### config.mk
export PLATFORM = sky130hd
export DESIGN_NAME = store_buffer
export DESIGN_NICKNAME = d
export VERILOG_FILES = /design/src/rtl/store_buffer.sv
export SDC_FILE = /design/constraint.sdc
export NUM_CORES = 1
export LEC_CHECK = 0
export CAP_MARGIN = 20
export CORE_AREA = 4 4 110 112
export DETAILED_ROUTE_END_ITERATION = 7
export DIE_AREA = 0 0 114 116
export GPL_ROUTABILITY_DRIVEN = 0
export GPL_TIMING_DRIVEN = 0
export PLACE_DENSITY = 0.83
export SETUP_SLACK_MARGIN = 0.05
export SYNTH_ARGS = -nofsm -noshare
export SYNTH_HDL_FRONTEND = slang
export SYNTH_SLANG_ARGS = --single-unit
### constraint.sdc
create_clock -name clock -period 3.8 [get_ports clock]
set_input_delay 0.76 -clock clock [delete_from_list [all_inputs] [get_ports clock]]
set_output_delay 0.76 -clock clock [all_outputs]
set_load 0.01 [all_outputs]
### src/rtl/store_buffer.sv
// rtl/store_buffer.sv - store FIFO in front of data memory with load forwarding (optional STORE_BUF_COALESCE_EN)
module store_buffer #(
    parameter int ADDRESS_LINE = 8,
    parameter int DEPTH        = 4,
    parameter int PTR_W        = 2
) (
    input  logic                    clock,
    input  logic                    reset,
    input  logic                    st_valid,
    input  logic [ADDRESS_LINE-1:0] st_addr,
    input  logic [7:0]              st_data,
    input  logic                    ld_valid,
    input  logic [ADDRESS_LINE-1:0] ld_addr,
    output logic [7:0]              ld_data,
    output logic                    ld_fwd,
    output logic                    stall,
    output logic                    empty,
    output logic [ADDRESS_LINE-1:0] mem_address,
    output logic [7:0]              mem_write_data,
    output logic                    mem_write,
    output logic                    mem_read,
    input  logic [7:0]              mem_read_data
);

    localparam logic [PTR_W:0] DEPTH_C = (PTR_W+1)'(DEPTH);

    logic [ADDRESS_LINE-1:0] addr_q [DEPTH];
    logic [7:0]              data_q [DEPTH];
    logic [PTR_W-1:0]        head_q, head_d;
    logic [PTR_W-1:0]        tail_q, tail_d;
    logic [PTR_W:0]          count_q, count_d;

    logic full;
    logic drain;
    logic enq;
    logic coal;

    assign full  = (count_q == DEPTH_C);
    assign empty = (count_q == '0);
    assign drain = reset && !empty && !ld_valid;

`ifdef STORE_BUF_COALESCE_EN
    logic [PTR_W-1:0] young_idx;
    assign young_idx = tail_q - PTR_W'(1);
    // A lone entry leaving this cycle cannot absorb the store; it must allocate.
    assign coal = reset && st_valid && !empty && (addr_q[young_idx] == st_addr)
                  && !((count_q == (PTR_W+1)'(1)) && drain);
`else
    assign coal = 1'b0;
`endif

    assign enq   = reset && st_valid && !full && !coal;
    assign stall = reset && st_valid && full && !coal;

    logic             fwd_hit;
    logic [7:0]       fwd_data;
    logic [PTR_W-1:0] scan_idx;

    // Walk oldest to youngest so the last hit wins.
    always_comb begin
        fwd_hit  = 1'b0;
        fwd_data = '0;
        scan_idx = '0;
        for (int i = 0; i < DEPTH; i++) begin
            scan_idx = head_q + PTR_W'(i);
            if (((PTR_W+1)'(i) < count_q) && (addr_q[scan_idx] == ld_addr)) begin
                fwd_hit  = 1'b1;
                fwd_data = data_q[scan_idx];
            end
        end
    end

    always_comb begin
        ld_fwd         = 1'b0;
        ld_data        = '0;
        mem_read       = 1'b0;
        mem_write      = 1'b0;
        mem_address    = '0;
        mem_write_data = '0;
        if (reset) begin
            if (ld_valid) begin
                mem_read    = 1'b1;
                mem_address = ld_addr;
                ld_fwd      = fwd_hit;
                ld_data     = fwd_hit ? fwd_data : mem_read_data;
            end else if (drain) begin
                mem_write      = 1'b1;
                mem_address    = addr_q[head_q];
                mem_write_data = data_q[head_q];
            end
        end
    end

    always_comb begin
        head_d  = head_q;
        tail_d  = tail_q;
        count_d = count_q;
        if (drain) head_d = head_q + PTR_W'(1);
        if (enq)   tail_d = tail_q + PTR_W'(1);
        case ({enq, drain})
            2'b10:   count_d = count_q + (PTR_W+1)'(1);
            2'b01:   count_d = count_q - (PTR_W+1)'(1);
            default: count_d = count_q;
        endcase
    end

    always_ff @(posedge clock) begin
        if (!reset) begin
            head_q  <= '0;
            tail_q  <= '0;
            count_q <= '0;
            for (int i = 0; i < DEPTH; i++) begin
                addr_q[i] <= '0;
                data_q[i] <= '0;
            end
        end else begin
            head_q  <= head_d;
            tail_q  <= tail_d;
            count_q <= count_d;
            if (enq) begin
                addr_q[tail_q] <= st_addr;
                data_q[tail_q] <= st_data;
            end
`ifdef STORE_BUF_COALESCE_EN
            else if (coal) begin
                data_q[young_idx] <= st_data;
            end
`endif
        end
    end

endmodule

# Word level (Yosys, flattened, before mapping)
# Memories as Yosys holds them, arrays and structs flattened. A register that Yosys moved wholly into a read port is not among the register bits.
# Index checks and enable logic that the tools add are counted.
[totals] elab_cells=77 mem_bits_rw=64 input_bits=36 output_inout_bits=29 mem_count=2 register_bits=7
[mem_list] name="addr_q" depth=4 word_bits=8 read_ports=4 rd_clocked_by_memory_dff=1 wr=4 line_no="27" source="logic [ADDRESS_LINE-1:0] addr_q [DEPTH];"
[mem_list] name="data_q" depth=4 word_bits=8 read_ports=4 rd_clocked_by_memory_dff=1 wr=4 line_no="28" source="logic [7:0] data_q [DEPTH];"
[classes] eq_ne=7 magnitude_cmp=4 muxes=39 add_sub_neg=6 reduce_logical=16
[ops] op="$mux W8" count=15
[ops] op="$eq A8 B8 Y1" count=4
[ops] op="$mux W1" count=17
[ops] op="$reduce_or A8 Y1" count=2
[ops] op="$mux W2" count=6
[ops] op="$logic_and A1 B1 Y1" count=9
[ops] op="$lt A1 B3 Y1 const A" count=2
[ops] op="$lt A2 B3 Y1 const A" count=2
[ops] op="$pmux W3 S2" count=1
[ops] op="$add A2 B1 Y2 const B" count=2
[ops] op="$add A2 B2 Y2 const B" count=2
[ops] op="$add A3 B1 Y3 const B" count=1
[ops] op="$eq A3 B3 Y1 const B" count=1
[ops] op="$logic_not A1 Y1" count=3
[ops] op="$logic_not A3 Y1" count=1
[ops] op="$sub A3 B1 Y3 const B" count=1
[ops] op="$eq A2 B1 Y1 const B" count=1
[ops] op="$eq A2 B2 Y1 const B" count=1
[ops] op="$reduce_bool A2 Y1" count=1

# Longest topological paths before layout
# An unclocked memory read counts as a cell.
[logic_depth] ltp_word=10 mapped_depth=11 mapped_depth_nobuf=9

# Least setup slack after synthesis
# No wires, ideal clock.
[synth_path] path_type="input -> output" from="input port ld_addr[6]" to="output port ld_data[0]" slack_ns=0.439 t_arrival_ns=2.601 n_path_buf=2 required_ns=3.040 path_stages=8 path_cell_list="buf_1 -> xnor2_1 -> or3_1 -> a21oi_1 -> buf_4 -> a31oi_1 -> a211o_1 -> a31oi_2"
[synth_via] elab_chain_cells=9 elab_cells_between_ends=19 cone_classes="4 x eq/ne; 11 x mux; 4 x reduce/logical"
[synth_rtl] element="from (decl)" line_no="13" source="input logic [ADDRESS_LINE-1:0] ld_addr,"
[synth_rtl] element="$eq A8 B8 Y1" line_no="66" source="if (((PTR_W+1)'(i) < count_q) && (addr_q[scan_idx] == ld_addr)) begin"
[synth_rtl] element="$logic_and A1 B1 Y1" line_no="66"
[synth_rtl] element="$mux W8 or $mux W1 (tied branches) (4 in a row)" line_no="66"
[synth_rtl] element="$mux W8 (*)" line_no="85" source="ld_data = fwd_hit ? fwd_data : mem_read_data;"
[synth_rtl] element="$mux W8 (*)" line_no="81" source="if (ld_valid) begin"
[synth_rtl] element="$mux W8 (*)" line_no="80" source="if (reset) begin"
[synth_rtl] element="to (decl)" line_no="14" source="output logic [7:0] ld_data,"
# Mark *: on every way between the ends. The rest lies on a longest branch, timed or not.

# Worst setup path in the final report
[layout_path] from="register head_q[0]" to="output port ld_data[0]"
[layout_via] elab_chain_cells=10 elab_cells_between_ends=20 cone_classes="3 x add/sub; 3 x eq/ne; 9 x mux; 3 x reduce/logical; 2 x memory"
[layout_rtl] element="from (decl)" line_no="29" source="logic [PTR_W-1:0] head_q, head_d;"
[layout_rtl] element="from (signal assigned)" line_no="109" source="head_q <= '0;"
[layout_rtl] element="from (signal assigned)" line_no="117" source="head_q <= head_d;"
[layout_rtl] element="$add A2 B1 Y2" line_no="65" source="scan_idx = head_q + PTR_W'(i);"
[layout_rtl] element="$mem_v2 Z4 W8"
[layout_rtl] element="$eq A8 B8 Y1" line_no="66"
[layout_rtl] element="$logic_and A1 B1 Y1" line_no="66"
[layout_rtl] element="$mux W8 or $mux W1 (tied branches) (3 in a row)" line_no="66"
[layout_rtl] element="$mux W8 (*)" line_no="85"
[layout_rtl] element="$mux W8 (*)" line_no="81"
[layout_rtl] element="$mux W8 (*)" line_no="80"
# Marks and branches as above.

==> metrics <==
die area 13200 sq um; status finished, violations left; DRT iter0 DRCs 559; synthesized instance count 432; sw frac 28.5%; Clock Path Buffers 2; via count 4384; Routed Antenna Nets 0; static leakage 2.39 nW; setup tns final -930 ps; post-synth cell types 43; clock share of power 34.2%; row count 39; worst hold-check path type reg -> reg; Slew HR 48.9%; Pint 0.00176 W; fraction of layout cells with a size suffix above 1 28.6%; final hold viol count 0; worst slack, placed -454 ps; Remaining Overflow, GRT 0; crit start category register; arrival time worst endpoint 3220 ps; first-pass GRT wire length 23600 um; initial antenna violation count 0; Hold Buf Count CTS 0; critical-path maximum fanout 5; register area share after synthesis 38.4%; I/O Pins 65; P per Cell Area 363 nW/um^2; Final Core Density 60.4%; Post-synth EDFFs 64; synthesized cell area 5480 sq um; TritonCTS clock tree done; Worst-path clk slew 60 ps; H-tree depth 3; post-route DRC violation count 0; Yosys reg bits 73; drt total wl 15400 um; Period minus WS final 3980 ps; Area Overhead vs Synth 23.7%; via/cell ratio 6.57; hold_ws 529 ps; Async SR Flop Fraction 0%; Setup crit end kind output pin; die width 114 um; largest net degree at the start of global routing 17; worst slew pin tran 760 ps; # Max-Cap Violations 0; synthesized area per cell 12.7 sq um; combinational power share 25.4%; Worst Skew 5.61 ps; all-layer global routing usage 23.0%; clk sinks 73; violated checks setup timing; final setup vio count 8; final worst slack -184 ps; Root Driver clkbuf_16; Ant. Diodes 0; Critical Path RT 3040 ps; Final Max Tran Viols 0; Achievable Freq 0.251 GHz; vias in the first global route 4362; later-pin clock latency in the skew report 330 ps; synth warn 0; ys flop type edfxtp_1; period utilisation layout 105%; sw power 0.000701 W; post-detail-place hpwl 10700 um; Port Buf Inserts 56; drt first pass iters 5; unrepaired setup endpoints after global routing yes; Setup CP Type reg -> out; commonest non-fill, non-tap cells in the layout edfxtp_1, mux4_2, and2_1, clkdlybuf4s50_1, and3_1; Peak VDD IR 258 uV; die height 116 um; commonest non-fill, non-tap cell in the layout edfxtp_1; Num CTS Buffers 9; initial core utilization 48.8%; Core Box Area 11200 sq um; synthesized net count 473; sequential share of power 40.4%; WL per Instance 23.0 um; final net count 560
-- final cells by class --
cell class	count	area, sq um
buffer	41	260
clock buffer	10	229
clock inverter	6	67.6
fill	807	4450
inverter	6	22.5
multi-input combinational	312	3200
sequential	73	2100
tap	143	179
timing repair buffer	76	714
-- logic make-up after synthesis --
group           share of synthesized area, %
compound gates                          8.34
xor+xnor                                6.40
fa+ha+maj                               1.14
buf+inv                                 4.36
flops                                   38.4
mux                                     26.4
simple gates                            15.0
-- worst paths after layout --
check	startpoint	slack, ps	to	depth (start not counted)
hold reg to reg	tail_q[1]	530	tail_q[1]	2
setup reg to reg	count_q[0]	740	data_q[0][4]	6
setup / recovery	head_q[0]	-180	ld_data[0]	11
hold / removal	tail_q[1]	530	tail_q[1]	2
-- critical path: stages, from the launching register on --
cell     delay [ps]
dfxtp_2         320
buf_6           130
mux4_2          500
xor2_1          160
or4_4           540
nor4_4          290
buf_6           170
buf_6           100
a31oi_1          40
a211o_1         280
a31oi_2         210
buf_2           170
-- flip-flops by register name, indices dropped and copies added, names as in the netlist, named ones only --
| register | cells |
|---|---|
| addr_q | 32 |
| head_q | 2 |
| count_q | 3 |
| data_q | 32 |
| tail_q | 2 |
-- what timing repair did --
action	in CTS	in global routing
setup endpoints to repair	41	53
pin swaps	10	7
setup buffers	15	4
gates resized for setup	57	23
-- cells in the mapped netlist, types with 2 or more instances --
cell	number	area share, %
a22o_1	8	1.3
nand3_1	9	0.82
edfxtp_1	64	35
and2_1	58	6.6
buf_6	5	1.0
nand2_1	18	1.2
buf_1	5	0.34
and3_1	24	2.7
a31oi_1	9	1.0
a31o_1	2	0.32
or3_1	2	0.23
inv_1	6	0.41
buf_4	2	0.27
dfxtp_1	9	3.3
nor2_1	7	0.48
xor2_1	17	2.7
a211oi_1	2	0.27
nand2b_1	2	0.23
buf_2	11	1.0
mux2i_1	7	1.3
xnor2_1	23	3.7
nor2b_1	7	0.80
nor3_2	2	0.37
clkbuf_1	17	1.2
o21ai_1	2	0.18
a31oi_2	5	1.1
nand4_1	2	0.23
mux4_2	61	25
a211o_1	12	1.9
a21oi_1	7	0.64
o21ai_0	10	0.91
ha_1	5	1.1
a21boi_0	2	0.27
-- power groups by stage --
| stage | clock (W) | sequential, W | combinational (W) |
|---|---|---|---|
| after floorplan | 0 | 0.000976 | 0.000426 |
| after global placement | 0 | 0.000990 | 0.000569 |
| after detailed placement | 0 | 0.000999 | 0.000585 |
| after CTS | 0.000846 | 0.000986 | 0.000600 |
| after global routing | 0.000890 | 0.000995 | 0.000665 |
| final | 0.000841 | 0.000992 | 0.000624 |
-- stage by stage --
step | cell area, sq um | power (W) | cells
3_5_place_dp | 6230 | 0.00158 | 632
6_report | 6770 | 0.00246 | 667
5_1_grt | 6770 | 0.00255 | 667
3_3_place_gp | 6220 | 0.00156 | 631
2_1_floorplan | 5480 | 0.00140 | 432
4_1_cts | 6680 | 0.00243 | 663
-- routing by layer --
| layer | GRT usage, % | part of all wire (%) |
|---|---|---|
| met5 | 0 | 0 |
| met4 | 9.50 | 3.3 |
| met3 | 4.44 | 9.7 |
| met2 | 37.6 | 49 |
| met1 | 30.3 | 38 |
Note: power is estimated with default switching activity, not from simulation.
